===== src/rtl/fetch_seq_pkg.sv =====
`default_nettype none
// ============================================================================
// Module   : fetch_seq_pkg
// Purpose  : Shared constants and types for the fetch sequencer: address and
//            instruction widths, opcode field position, opcode and FSM state
//            encodings, and a helper that extracts the opcode field.
// Revision : 1.0 - initial release
// ============================================================================
package fetch_seq_pkg;

  localparam int ADDR_W = 8;
  localparam int INST_W = 10;

  // Opcode field position inside the instruction word.
  localparam int OP_MSB = 9;
  localparam int OP_LSB = 6;

  typedef enum logic [3:0] {
    LHW  = 4'd0,
    ADDI = 4'd1,
    SHW  = 4'd2,
    BEQZ = 4'd3,
    HALT = 4'd15
  } opcode_e;

  typedef enum logic [1:0] {
    IDLE   = 2'd0,
    RUN    = 2'd1,
    HALTED = 2'd2
  } state_e;

  function automatic logic [OP_MSB-OP_LSB:0] opcode_of(input logic [INST_W-1:0] word);
    return word[OP_MSB:OP_LSB];
  endfunction

endpackage
`default_nettype wire


===== src/rtl/fetch_sequencer.sv =====
`default_nettype none
// ============================================================================
// Module   : fetch_sequencer
// Purpose  : Program counter and fetch controller. Drives the combinational
//            instruction ROM address, captures the returned word into a single
//            registered slot and presents it to decode over valid/ready.
//            Handles branch redirects from execute and parks on HALT.
// Ports    : CLK, reset_n (async, active-low)
//            start, start_addr          - start / restart from an address
//            InstAddress, InstIn        - ROM address out, ROM data in
//            inst_valid, inst_ready     - handshake to decode
//            inst_out, inst_pc          - slot word and the PC it came from
//            branch_taken, branch_target- redirect request from execute
//            halted                     - machine parked on HALT
//            retired_cnt, stall_cnt     - only with FETCH_SEQ_PERF_EN defined
// Config   : FETCH_SEQ_PERF_EN adds saturating retire / stall counters.
// Revision : 1.0 - initial release
// ============================================================================
module fetch_sequencer #(
  parameter int         ADDR_W  = fetch_seq_pkg::ADDR_W,
  parameter int         INST_W  = fetch_seq_pkg::INST_W,
  parameter logic [3:0] HALT_OP = 4'b1111
) (
  input  logic              CLK,
  input  logic              reset_n,
  input  logic              start,
  input  logic [ADDR_W-1:0] start_addr,
  output logic [ADDR_W-1:0] InstAddress,
  input  logic [INST_W-1:0] InstIn,
  output logic              inst_valid,
  input  logic              inst_ready,
  output logic [INST_W-1:0] inst_out,
  output logic [ADDR_W-1:0] inst_pc,
  input  logic              branch_taken,
  input  logic [ADDR_W-1:0] branch_target,
  output logic              halted
`ifdef FETCH_SEQ_PERF_EN
  ,
  output logic [15:0]       retired_cnt,
  output logic [15:0]       stall_cnt
`endif
);

  import fetch_seq_pkg::*;

  localparam logic [1:0] c_st_idle   = IDLE;
  localparam logic [1:0] c_st_run    = RUN;
  localparam logic [1:0] c_st_halted = HALTED;

  logic [1:0]        r_state;
  logic [ADDR_W-1:0] r_pc;
  logic              r_valid;
  logic [INST_W-1:0] r_inst;
  logic [ADDR_W-1:0] r_inst_pc;
  logic              r_halted;

  logic w_run;
  logic w_accept;
  logic w_halt_held;
  logic w_load;

  assign w_run       = (r_state == c_st_run);
  // Slot may be overwritten when empty or when decode takes it this cycle.
  assign w_accept    = ~r_valid | inst_ready;
  // A held HALT word blocks further fetch until it is consumed or flushed.
  assign w_halt_held = r_valid & (opcode_of(r_inst) == HALT_OP);
  assign w_load      = w_run & ~branch_taken & ~w_halt_held & w_accept;

  always_ff @(posedge CLK or negedge reset_n) begin
    if (!reset_n) begin
      r_state   <= c_st_idle;
      r_pc      <= '0;
      r_valid   <= 1'b0;
      r_inst    <= '0;
      r_inst_pc <= '0;
      r_halted  <= 1'b0;
    end else begin
      case (r_state)
        c_st_idle: begin
          if (start) begin
            r_pc    <= start_addr;
            r_state <= c_st_run;
          end
        end
        c_st_run: begin
          if (branch_taken) begin
            // Redirect wins over everything, including a pending HALT and a
            // simultaneous decode accept: the slot is simply discarded.
            r_pc    <= branch_target;
            r_valid <= 1'b0;
          end else if (w_halt_held) begin
            if (inst_ready) begin
              r_valid  <= 1'b0;
              r_halted <= 1'b1;
              r_state  <= c_st_halted;
            end
          end else if (w_load) begin
            r_inst    <= InstIn;
            r_inst_pc <= r_pc;
            r_valid   <= 1'b1;
            r_pc      <= r_pc + ADDR_W'(1);
          end
        end
        c_st_halted: begin
          if (start) begin
            r_pc     <= start_addr;
            r_halted <= 1'b0;
            r_state  <= c_st_run;
          end
        end
        default: begin
          r_state <= c_st_idle;
          r_valid <= 1'b0;
        end
      endcase
    end
  end

  assign InstAddress = r_pc;
  assign inst_valid  = r_valid;
  assign inst_out    = r_inst;
  assign inst_pc     = r_inst_pc;
  assign halted      = r_halted;

`ifdef FETCH_SEQ_PERF_EN
  logic [15:0] r_retired_cnt;
  logic [15:0] r_stall_cnt;
  logic        w_restart;
  logic        w_retire;
  logic        w_stall;

  // Counters restart only when a start is actually honoured.
  assign w_restart = start & ((r_state == c_st_idle) | (r_state == c_st_halted));
  assign w_retire  = w_run & r_valid & inst_ready & ~branch_taken;
  assign w_stall   = w_run & r_valid & ~inst_ready;

  always_ff @(posedge CLK or negedge reset_n) begin
    if (!reset_n) begin
      r_retired_cnt <= '0;
      r_stall_cnt   <= '0;
    end else if (w_restart) begin
      r_retired_cnt <= '0;
      r_stall_cnt   <= '0;
    end else begin
      if (w_retire && (r_retired_cnt != 16'hFFFF)) begin
        r_retired_cnt <= r_retired_cnt + 16'd1;
      end
      if (w_stall && (r_stall_cnt != 16'hFFFF)) begin
        r_stall_cnt <= r_stall_cnt + 16'd1;
      end
    end
  end

  assign retired_cnt = r_retired_cnt;
  assign stall_cnt   = r_stall_cnt;
`endif

endmodule
`default_nettype wire


===== config.mk =====
export PLATFORM = sky130hd
export DESIGN_NAME = fetch_sequencer
export DESIGN_NICKNAME = d
export VERILOG_FILES = /design/src/rtl/fetch_seq_pkg.sv /design/src/rtl/fetch_sequencer.sv
export SDC_FILE = /design/constraint.sdc
export NUM_CORES = 1
export LEC_CHECK = 0
export CORE_MARGIN = 2
export CORE_UTILIZATION = 45
export DETAILED_ROUTE_END_ITERATION = 16
export DONT_BUFFER_PORTS = 1
export HOLD_SLACK_MARGIN = 0.02
export PLACE_DENSITY_LB_ADDON = 0.3
export SYNTH_ARGS = -nofsm -noshare
export SYNTH_HDL_FRONTEND = slang
export SYNTH_SLANG_ARGS = --single-unit

===== constraint.sdc =====
create_clock -name CLK -period 3.3 [get_ports CLK]
set_input_delay 0.66 -clock CLK [delete_from_list [all_inputs] [get_ports CLK]]
set_output_delay 0.66 -clock CLK [all_outputs]
set_load 0.03 [all_outputs]

**Yosys cells after proc, flatten, opt, wreduce, memory -nomap -nowiden**

Index checks and enable logic that the tools add are counted.

- $add $sub $neg: 1
- $mul: 0
- Div/mod/pow operators: 0
- $lt $le $gt $ge: 0
- Equal/unequal tests: 12
- Shifts and indexed selects: 0
- Mux-type cells: 20
- Bitwise logic cells: 9
- Reductions and logical operators: 9

Operators with widths:

| cell | count |
|---|---|
| two-way mux 8 bit | 4 |
| case mux 8 bit (2 select lines) | 1 |
| AND reduction 4 bit | 3 |
| adder 8 x 1 -> 8 bit (second input constant) | 1 |
| two-way mux 1 bit | 8 |
| two-way mux 2 bit | 4 |
| != test 2 bit (second input constant) | 3 |
| AND reduction 5 bit | 1 |
| AND 1 bit | 4 |
| == test 4 bit (second input constant) | 1 |
| != test 2 x 1 -> 1 bit (second input constant) | 2 |
| != test 4 x 2 -> 1 bit (second input constant) | 1 |
| != test 4 bit (second input constant) | 1 |
| inverter 1 bit | 4 |
| case mux 1 bit (2 select lines) | 2 |
| case mux 2 bit (2 select lines) | 1 |
| nonzero test 2 bit | 2 |
| != test 3 x 2 -> 1 bit (second input constant) | 1 |
| != test 3 bit (second input constant) | 1 |
| AND reduction 3 bit | 1 |
| == test 2 x 1 -> 1 bit (second input constant) | 1 |
| == test 2 bit (second input constant) | 1 |
| zero test 2 bit | 1 |
| OR reduction 2 bit | 1 |
| bitwise OR 1 bit | 1 |

- Register bits after elaboration: 30
- Bits in latches: 0
- RAM bits: 0
- ROM bits: 0
- Input port bits: 31
- Output and inout port bits: 28
- Memories: 0

**Depth between registers and ports, before layout**

Gate-level depths: netlist (run 1).

- Depth in word-level cells: 9
- Depth in mapped cells: 6
- Depth with buffers taken out: 5

**Least setup slack after synthesis (run 1)**

OpenSTA, ideal clock, no wires.

- Path kind: input-to-reg
- From: input branch_taken
- To: register r_inst[0] (netlist: inst_out[0])
- Library setup time: 0.125 ns
- Arrival time: 1.828 ns
- Path slack: 1.348 ns
- Stages: 6
- Path buffers: 2
- Cells stage by stage: buf_2 > nor2_2 > nand2_1 > a21oi_4 > buf_4 > mux2_2

- Longest elaborated chain between the ends: 5

RTL lines:

| what | line | text |
|---|---|---|
| start: declaration | fetch_sequencer.sv:34 | `input logic branch_taken,` |
| inverter 1 bit (no source line) (*) | n/a |  |
| AND 1 bit (3 in a row) | fetch_sequencer.sv:67 | `assign w_load = w_run & ~branch_taken & ~w_halt_held & w_accept;` |
| AND reduction 4 bit (no source line) (*) | n/a |  |
| end signal: assignment | fetch_sequencer.sv:98 | `r_inst <= InstIn;` |
| end: declaration | fetch_sequencer.sv:53 | `logic [INST_W-1:0] r_inst;` |

Every way passes the cells marked *; elsewhere a longest branch is shown, timed or not.
A chain may end at the register's enable or synchronous reset.

**Final worst setup path (run 1)**

- From: register r_state[0]
- To: register r_inst_pc[4] (netlist: inst_pc[4])

- Longest elaborated chain between the ends: 5

RTL lines:

| what | line | text |
|---|---|---|
| start: declaration | fetch_sequencer.sv:50 | `logic [1:0] r_state;` |
| start signal: assignment | fetch_sequencer.sv:71 | `r_state <= c_st_idle;` |
| start signal: assignment | fetch_sequencer.sv:82 | `r_state <= c_st_run;` |
| start signal: assignment | fetch_sequencer.sv:95 | `r_state <= c_st_halted;` |
| == test 2 x 1 -> 1 bit (*) | fetch_sequencer.sv:62, fetch_sequencer.sv:78 |  |
| AND 1 bit (3 in a row) | fetch_sequencer.sv:67 |  |
| AND reduction 4 bit (no source line) (*) | n/a |  |
| end signal: assignment | fetch_sequencer.sv:99 | `r_inst_pc <= r_pc;` |
| end: declaration | fetch_sequencer.sv:54 | `logic [ADDR_W-1:0] r_inst_pc;` |

Marks and branches as above.

==> metrics.cfg, run 1 <==
[logic_synthesis]
ys.flop_type = dfrtp_1
synth.distinct_cells = 42
ys_warn_count = 0
synth_area_leaders = dfrtp_1 (49%), mux2_2 (14%), o21ai_0 (2.9%), nand2_1 (2.2%), nand2b_1 (2.0%)
synthArstFlopShare = 1.00
syn_nets = 167
seq_area_frac_synth = 0.486
synthCells = 135
synth_top_cell_area_share = 0.486
ys_seq_elements = 30
syn_area_sq_um = 1550
yosysTopAreaCell = dfrtp_1
avgSynthCellArea_sq_um = 11.4
synth_edf_count = 0

[setup_path]
cp-end-kind = flip-flop
r2r_setup_slack_ns = 1.21
r2r_end = inst_pc[4]
ff2ff_path_depth = 3
cp_max_fo = 23
critPathMaxStageDelay_ns = 0.79
critPathArrivalTime_ns = 2.31
startpoint_type = flip-flop
r2r-start = r_state[0]
worstPathRequired_ns = 3.51
criticalPathCategory = reg -> reg
crit_chain = nand2_1 > a21oi_4 > mux2_2
cp_slowest_cell = dfrtp_1

[global_routing]
grt_max_degree = 31
grt.overflow.total = 0
antenna_found_initial = 0
met1_usage = 0.225
grt_pass1_vias = 1044
use_met2 = 0.274
met3_usage = 0.0919
grt_pass1_wl_microns = 5510
grt_use_total = 0.181
top_usage_layer = met2

[place]
dp_hpwl_microns = 2380
place.gp.congestion = 0.826
portBuffers = 0
placed_cell_area_sq_um = 1570

[layout]
syn2layout_area_growth_pct = 10.3
final_nets = 169
layout-drive-gt1-share = 0.275
final_util = 0.515
layout_commonest_cell = dfrtp_1
postLayoutCellArea_sq_um = 1700
diodes = 0
most-common-layout-cells = dfrtp_1 (30), mux2_2 (19), nand2_1 (9), o21ai_0 (9)

[detailed_routing]
vias = 1092
drt-wirelength-per-cell_microns = 18.1
drt_first_iter_violations = 54
postRouteAntennaNets = 0
vias_per_cell = 5.93
drc = 0
dr.pass1.iters = 4
wl_microns = 3330

[die]
core_sq_um = 3310
fp.dieH_microns = 62.6
ios = 59
die_area_sq_um = 3920
rows = 21
start_util = 0.467
die_w_microns = 62.6

[timing]
fin_tns_setup_ns = 0
max_slew_margin = 0.549
fmax_mhz = 478
maxSlewViolCount = 0
fin_crit_sh = 0.634
rsz0062_at_grt = false
fin_crit_ns = 2.09
fin_worst_skew_ns = 0.0113
hold_violations = 0
tightestPinTransition_ns = 0.677
setup_viol = 0

[pwr]
power_density_nw_per_um2 = 1200
peakVddDrop_v = 0.000556
power.leakage_nw = 0.679

[clock_tree]
cts_buffers = 5
clkTransAtPathRegs_ns = 0.10
clock_path_buffers = 2
cts_setup_buffers = 0
root_buffer = clkbuf_4
clkSinkCount = 30
cts_tree = built
insertion_delay_ns = 0.33
htreeDepth = 2

[min_path]
min_path_type = in -> async

[job]
maxCapViolCount = 0

[status]
status = complete, no violations

[area by class of cell]
type | count | area [sq um]
sequential | 30 | 751
multi-input combinational | 97 | 757
tap | 46 | 57.6
clock buffer | 6 | 51.3
inverter | 2 | 7.51
clock inverter | 2 | 60.1
timing repair buffer | 1 | 20.0
fill | 320 | 1610
[per-layer routing]
metal / up-vias / part of all wire
met5: - / 0
met4: 0 / 0.014
met3: 7 / 0.090
met2: 36 / 0.49
met1: 553 / 0.40
li1: 496 / -
[worst max-delay path, delay by kind of cell (launching register included)]
kind	cells	cell delay, ns
simple gates	1	0.25
mux	1	0.40
flops	1	0.79
compound gates	1	0.52
[cell families after synthesis]
kind of cell	count (synthesis)	share of synthesized area
and+or+nand+nor	41	0.155
AOI/OAI and AO/OA	31	0.155
DFF	30	0.486
muxes	21	0.155
buffers and inverters	8	0.0243
xor gates and xnor gates	3	0.0170
adders and majority gates	1	0.00810
[power by group]
part	switching (mW)	internal, mW
logic	0.229	0.303
registers	0.589	0.538
clock network	0.133	0.257
[state kept, by name, indices dropped and copies added (netlist names)]
name / cells
InstAddress: 8
halted: 1
inst_out: 10
inst_pc: 8
inst_valid: 1
r_state: 2
[worst max path at each step]
| stage | startpoint | end | cells past startpoint |
|---|---|---|---|
| floorplan | branch_taken | inst_out[0] | 6 |
| global placement | r_state[0] | inst_pc[5] | 3 |
| detailed placement | r_state[0] | inst_out[4] | 3 |
| CTS | r_state[0] | inst_pc[4] | 3 |
| global route | r_state[0] | inst_pc[2] | 3 |
| finish | r_state[0] | inst_pc[4] | 3 |
[cell usage after synthesis (all sizes together) (4+ instances only)]
cell	number
dfrtp	30
mux2	20
nand2	9
o21ai	9
nand2b	5
nand3	5
nor2	5
nor2b	5
a21oi	4
buf	4
[through the flow]
| stage | instances | hold WS [ns] | setup slack, ns | power, mW |
|---|---|---|---|---|
| floorplan | 135 | 0.364 | 1.35 | 1.53 |
| global placement | 175 | 0.365 | 1.33 | 1.64 |
| detailed placement | 175 | 0.365 | 1.19 | 1.66 |
| CTS | 184 | 0.129 | 1.18 | 2.07 |
| global route | 184 | 0.111 | 1.01 | 2.18 |
| finish | 184 | 0.135 | 1.21 | 2.05 |
[repair_timing]
item                                   in CTS  in global routing
hold buffers                                1                  0
endpoints found under the hold margin      30                  0
gates resized for setup                     0                  0
Note: power is estimated with default switching activity, not from simulation.
==> run 2: changes to the inputs <==
- clock period: 3.3 -> 1.9 ns (I/O delays scaled with it)
==> run 2 against run 1 <==
Net effect:
- combinational power increased to 2.9 times the previous value
- cell count increased by 9.8%
- fmax increased by 28%
- critical path type unchanged
==> metrics.cfg, run 2 (same netlist as run 1, synthesis figures left out) <==
[clock_tree]
cts_tree = built
cts_setup_buffers = 0  ; unchanged
root_buffer = clkbuf_4
clkSinkCount = 30  ; unchanged
hold_buffers = 2  ; +1
clkTransAtPathRegs_ns = 0.10  ; about the same
insertion_delay_ns = 0.32  ; about the same
cts_resized = 0  ; unchanged
htreeDepth = 2  ; unchanged
clock_path_buffers = 2  ; unchanged
cts_buffers = 5  ; unchanged

[layout]
final_util = 0.541  ; +0.0261
fin_cells = 202  ; +9.8%
most-common-layout-cells = dfrtp_1 (30), mux2_2 (19), buf_4 (17)
layout_commonest_cell = dfrtp_1
multi_input_area_sq_um = 757  ; unchanged
postLayoutCellArea_sq_um = 1790  ; +5.1%
syn2layout_area_growth_pct = 15.9
final_nets = 187  ; +11%
largest_reg_flops = 10  ; unchanged
seqCellArea_sq_um = 751  ; unchanged
fillCellCount = 313  ; -2.2%
layout-drive-gt1-share = 0.346  ; +0.0708
diodes = 0  ; unchanged

[timing]
fin_crit_ns = 1.63  ; -0.464 ns
rsz0062_at_grt = false
setup_ws_ns = 0.270  ; -0.936 ns
holdWs_ns = 0.206  ; +0.0718 ns
maxSlewViolCount = 0  ; unchanged
tightestPinTransition_ns = 0.409  ; -0.268 ns
hold_violations = 0  ; unchanged
fin_tns_setup_ns = 0  ; unchanged
max_slew_margin = 0.727  ; +0.178
fmax_mhz = 614  ; +28%
fin_crit_sh = 0.858  ; +0.223
setup_viol = 0  ; unchanged
fin_worst_skew_ns = 0.0113  ; +0.00000290 ns

[global_routing]
grt_pass1_vias = 1127  ; +8.0%
grt_max_degree = 31  ; unchanged
antenna_found_initial = 0  ; unchanged
top_usage_layer = met2
grt_use_total = 0.181  ; about the same
grt.overflow.total = 0  ; unchanged
met3_usage = 0.0883  ; -0.00360
use_met2 = 0.274  ; unchanged
grt_pass1_wl_microns = 5530  ; +0.49%
met1_usage = 0.235  ; +0.0105

[place]
dp_hpwl_microns = 2590  ; +8.9%
preCtsSetupSlack_ns = 0.301  ; -0.893 ns
dpl.cell_count = 192  ; +9.7%
place.gp.congestion = 0.833  ; +0.82%
placed_cell_area_sq_um = 1700  ; +8.1%
portBuffers = 0  ; unchanged

[die]
die_area_sq_um = 3920  ; unchanged
ios = 59  ; unchanged
rows = 21  ; unchanged
core_sq_um = 3310  ; unchanged
fp.dieH_microns = 62.6  ; unchanged
start_util = 0.467  ; unchanged
die_w_microns = 62.6  ; unchanged

[setup_path]
cp_common_cell = buf_4
cp-end-kind = flip-flop
crit_buf_inv = 2  ; +2
startpoint_type = flip-flop
crit_chain = buf_4 > nand2_1 > a21oi_4 > buf_4 > mux2_2
critPathArrivalTime_ns = 1.83  ; -0.48 ns
cp_max_fo = 12  ; -48%
criticalPathCategory = reg -> reg
worstPathRequired_ns = 2.10  ; -1.41 ns
critPathMaxStageDelay_ns = 0.47  ; -0.32 ns
cp_slowest_cell = dfrtp_1
path_delay_family = flip-flops

[pwr]
power_density_nw_per_um2 = 1960  ; +63%
power_mw = 3.51  ; +71%
p_clk_frac = 0.109  ; -0.081
p_sw_frac = 0.473  ; +0.00910
peakVddDrop_v = 0.000879  ; +58%
intPower_mw = 1.85  ; +68%
comb_power_share = 0.439  ; +0.179
power.leakage_nw = 0.742  ; +9.3%
p_sw_mw = 1.66  ; +75%
seqPwrFrac = 0.452  ; -0.098

[detailed_routing]
wl_microns = 3310  ; -0.63%
vias_per_cell = 5.63  ; -5.1%
dr.pass1.iters = 4  ; unchanged
drt_first_iter_violations = 60  ; +11%
drc = 0  ; unchanged
postRouteAntennaNets = 0  ; unchanged
vias = 1138  ; +4.2%
drt-wirelength-per-cell_microns = 16.4  ; -9.5%

[status]
status = complete, no violations

[job]
maxCapViolCount = 0  ; unchanged

[min_path]
min_path_type = in -> reg

==> run 2: path summary, 6_finish.rpt <==
check / startpoint / slack [ns] / cells after the start / endpoint
min in group asynchronous: reset_n / 0.48 / 2 / halted
max: r_state[0] / 0.27 / 5 / inst_out[1]
max reg2reg: r_state[0] / 0.27 / 5 / inst_out[1]
min reg2reg: r_state[0] / 0.66 / 2 / halted
max in group asynchronous: reset_n / 1.24 / 2 / inst_out[5]
min: InstIn[6] / 0.21 / 1 / inst_out[6]
==> run 2: per-layer routing <==
| layer | wire [microns] | vias up |
|---|---|---|
| li1 | - | 536 |
| met4 | 29 | 0 |
| met5 | 0 | - |
| met1 | 1400 | 553 |
| met3 | 275 | 6 |
| met2 | 1600 | 43 |
==> run 2: area by class of cell <==
class	instances	area share
tap	46	0.0321
sequential	30	0.419
clock inverter	1	0.00280
multi-input combinational	97	0.423
timing repair buffer	19	0.0881
clock buffer	7	0.0307
inverter	2	0.00419
==> run 2: power by group through the flow <==
stage | Clock (mW) | Sequential (mW) | Combinational (mW)
after floorplan | 0 | 1.80 | 0.860
after detailed placement | 0 | 1.61 | 1.53
after global routing | 0.431 | 1.63 | 1.68
after global placement | 0 | 1.59 | 1.50
final | 0.384 | 1.58 | 1.54
after CTS | 0.400 | 1.59 | 1.56
==> run 3: changes to the inputs <==
- SKIP_CTS_REPAIR_TIMING: default -> 1
==> run 3 against run 2 <==
Net effect:
- combinational power is essentially flat
- largest cell class unchanged
- largest power group unchanged
- core utilization unchanged
- sequential share of layout area stayed put
- fmax hardly changed
- cell count stayed put
- power about the same
- via count is 0.26% lower
- critical path type unchanged
- flip-flop and latch count stayed put
- critical path depth unchanged
- wire length increased by 1.5%
- die area unchanged
- first-iteration DRC count is 8.3% higher
==> metrics.cfg, run 3 (same netlist as run 1, synthesis figures left out) <==
[global_routing]
antenna_found_initial = 0  ; unchanged
grt.overflow.total = 0  ; unchanged
grt_use_total = 0.180  ; -0.00116
grt_max_degree = 31  ; unchanged
grt_pass1_wl_microns = 5490  ; -0.87%
grt_pass1_vias = 1127  ; unchanged

[timing]
setup_viol = 0  ; unchanged
maxSlewViolCount = 0  ; unchanged
fin_crit_ns = 1.63  ; +0.000806 ns
rsz0062_at_grt = false
fin_tns_setup_ns = 0  ; unchanged
hold_violations = 0  ; unchanged
setup_ws_ns = 0.269  ; -0.000806 ns
fmax_mhz = 613  ; about the same
tightestPinTransition_ns = 0.408  ; -0.000914 ns
fin_worst_skew_ns = 0.0116  ; +0.000277 ns
max_slew_margin = 0.728  ; about the same
fin_crit_sh = 0.858  ; about the same

[die]
die_w_microns = 62.6  ; unchanged
ios = 59  ; unchanged
fp.dieH_microns = 62.6  ; unchanged
rows = 21  ; unchanged
die_area_sq_um = 3920  ; unchanged
core_sq_um = 3310  ; unchanged
start_util = 0.467  ; unchanged

[detailed_routing]
drt-wirelength-per-cell_microns = 16.6  ; +1.5%
dr.pass1.iters = 4  ; unchanged
drc = 0  ; unchanged
vias = 1135  ; -0.26%
vias_per_cell = 5.62  ; -0.26%
drt_first_iter_violations = 65  ; +8.3%
postRouteAntennaNets = 0  ; unchanged
wl_microns = 3360  ; +1.5%

[setup_path]
critPathArrivalTime_ns = 1.83  ; about the same
cp_max_fo = 12  ; unchanged
criticalPathCategory = reg -> reg
cp-end-kind = flip-flop
worstPathRequired_ns = 2.10  ; about the same
startpoint_type = flip-flop

[pwr]
comb_power_share = 0.439  ; about the same
power_mw = 3.51  ; about the same
seqPwrFrac = 0.452  ; about the same
p_sw_frac = 0.474  ; about the same
p_clk_frac = 0.109  ; about the same
power_density_nw_per_um2 = 1960  ; about the same
peakVddDrop_v = 0.000879  ; about the same
power.leakage_nw = 0.742  ; unchanged
intPower_mw = 1.85  ; about the same
p_sw_mw = 1.66  ; +0.16%

[layout]
most-common-layout-cells = dfrtp_1 (30), mux2_2 (19), buf_4 (17)
postLayoutCellArea_sq_um = 1790  ; unchanged
layout_commonest_cell = dfrtp_1
largest_reg_flops = 10  ; unchanged
fin_cells = 202  ; unchanged
diodes = 0  ; unchanged
syn2layout_area_growth_pct = 15.9  ; unchanged
layout-drive-gt1-share = 0.346  ; unchanged
final_nets = 187  ; unchanged

[place]
preCtsSetupSlack_ns = 0.301  ; unchanged
placed_cell_area_sq_um = 1700  ; unchanged
dpl.cell_count = 192  ; unchanged
dp_hpwl_microns = 2590  ; unchanged
portBuffers = 0  ; unchanged
place.gp.congestion = 0.833  ; unchanged

[clock_tree]
htreeDepth = 2  ; unchanged
cts_tree = built
insertion_delay_ns = 0.32  ; about the same
clkTransAtPathRegs_ns = 0.10  ; about the same
cts_buffers = 5  ; unchanged
clock_path_buffers = 2  ; unchanged
root_buffer = clkbuf_4
clkSinkCount = 30  ; unchanged

[min_path]
min_path_type = in -> reg

[status]
status = complete, no violations

[job]
maxCapViolCount = 0  ; unchanged

## run 3: per-stage QoR
| stage | hold WS, ns | utilization |
|---|---|---|
| final | 0.210 | 0.541 |
| after global placement | 0.0853 | 0.514 |
| after global routing | 0.181 | 0.541 |
| after floorplan | 0.0844 | - |
| after CTS | -0.274 | 0.532 |
| after detailed placement | 0.0855 | 0.514 |
## run 3: metal layers
metal | share of wire | up-vias | wire [microns] | GRT usage
met5 | 0 | - | 0 | 0
met4 | 0.0057 | 0 | 19 | 0.0389
met3 | 0.086 | 4 | 289 | 0.0901
met2 | 0.49 | 44 | 1630 | 0.277
met1 | 0.42 | 554 | 1420 | 0.228
li1 | - | 533 | - | -
## run 3: cell type report
cell class                 count  area [sq um]
clock buffer                   7          55.1
timing repair buffer          19           158
sequential                    30           751
multi-input combinational     97           757
fill                         313          1520
inverter                       2          7.51
clock inverter                 1          5.00
tap                           46          57.6
## run 3: critical path, cell delays in order (launching register included)
cell and delay (ns):
dfrtp_1 0.47, buf_4 0.20, nand2_1 0.12, a21oi_4 0.14, buf_4 0.21, mux2_2 0.36
## run 3: power by group through the flow
stage	clock [mW]	sequential, mW	combinational, mW
final	0.382	1.58	1.54
after global placement	0	1.59	1.50
after CTS	0.400	1.59	1.54
after detailed placement	0	1.61	1.53
after global routing	0.431	1.63	1.68
after floorplan	0	1.80	0.860
## run 3: final timing paths
check                           start  depth (start not counted)  slack [ns]              to
min in group asynchronous     reset_n                          2        0.51      r_state[0]
max reg2reg                r_state[0]                          5        0.27     inst_out[1]
min                         InstIn[6]                          1        0.21     inst_out[6]
max in group asynchronous     reset_n                          2        1.22  InstAddress[0]
max                        r_state[0]                          5        0.27     inst_out[1]
min reg2reg                r_state[0]                          2        0.66          halted
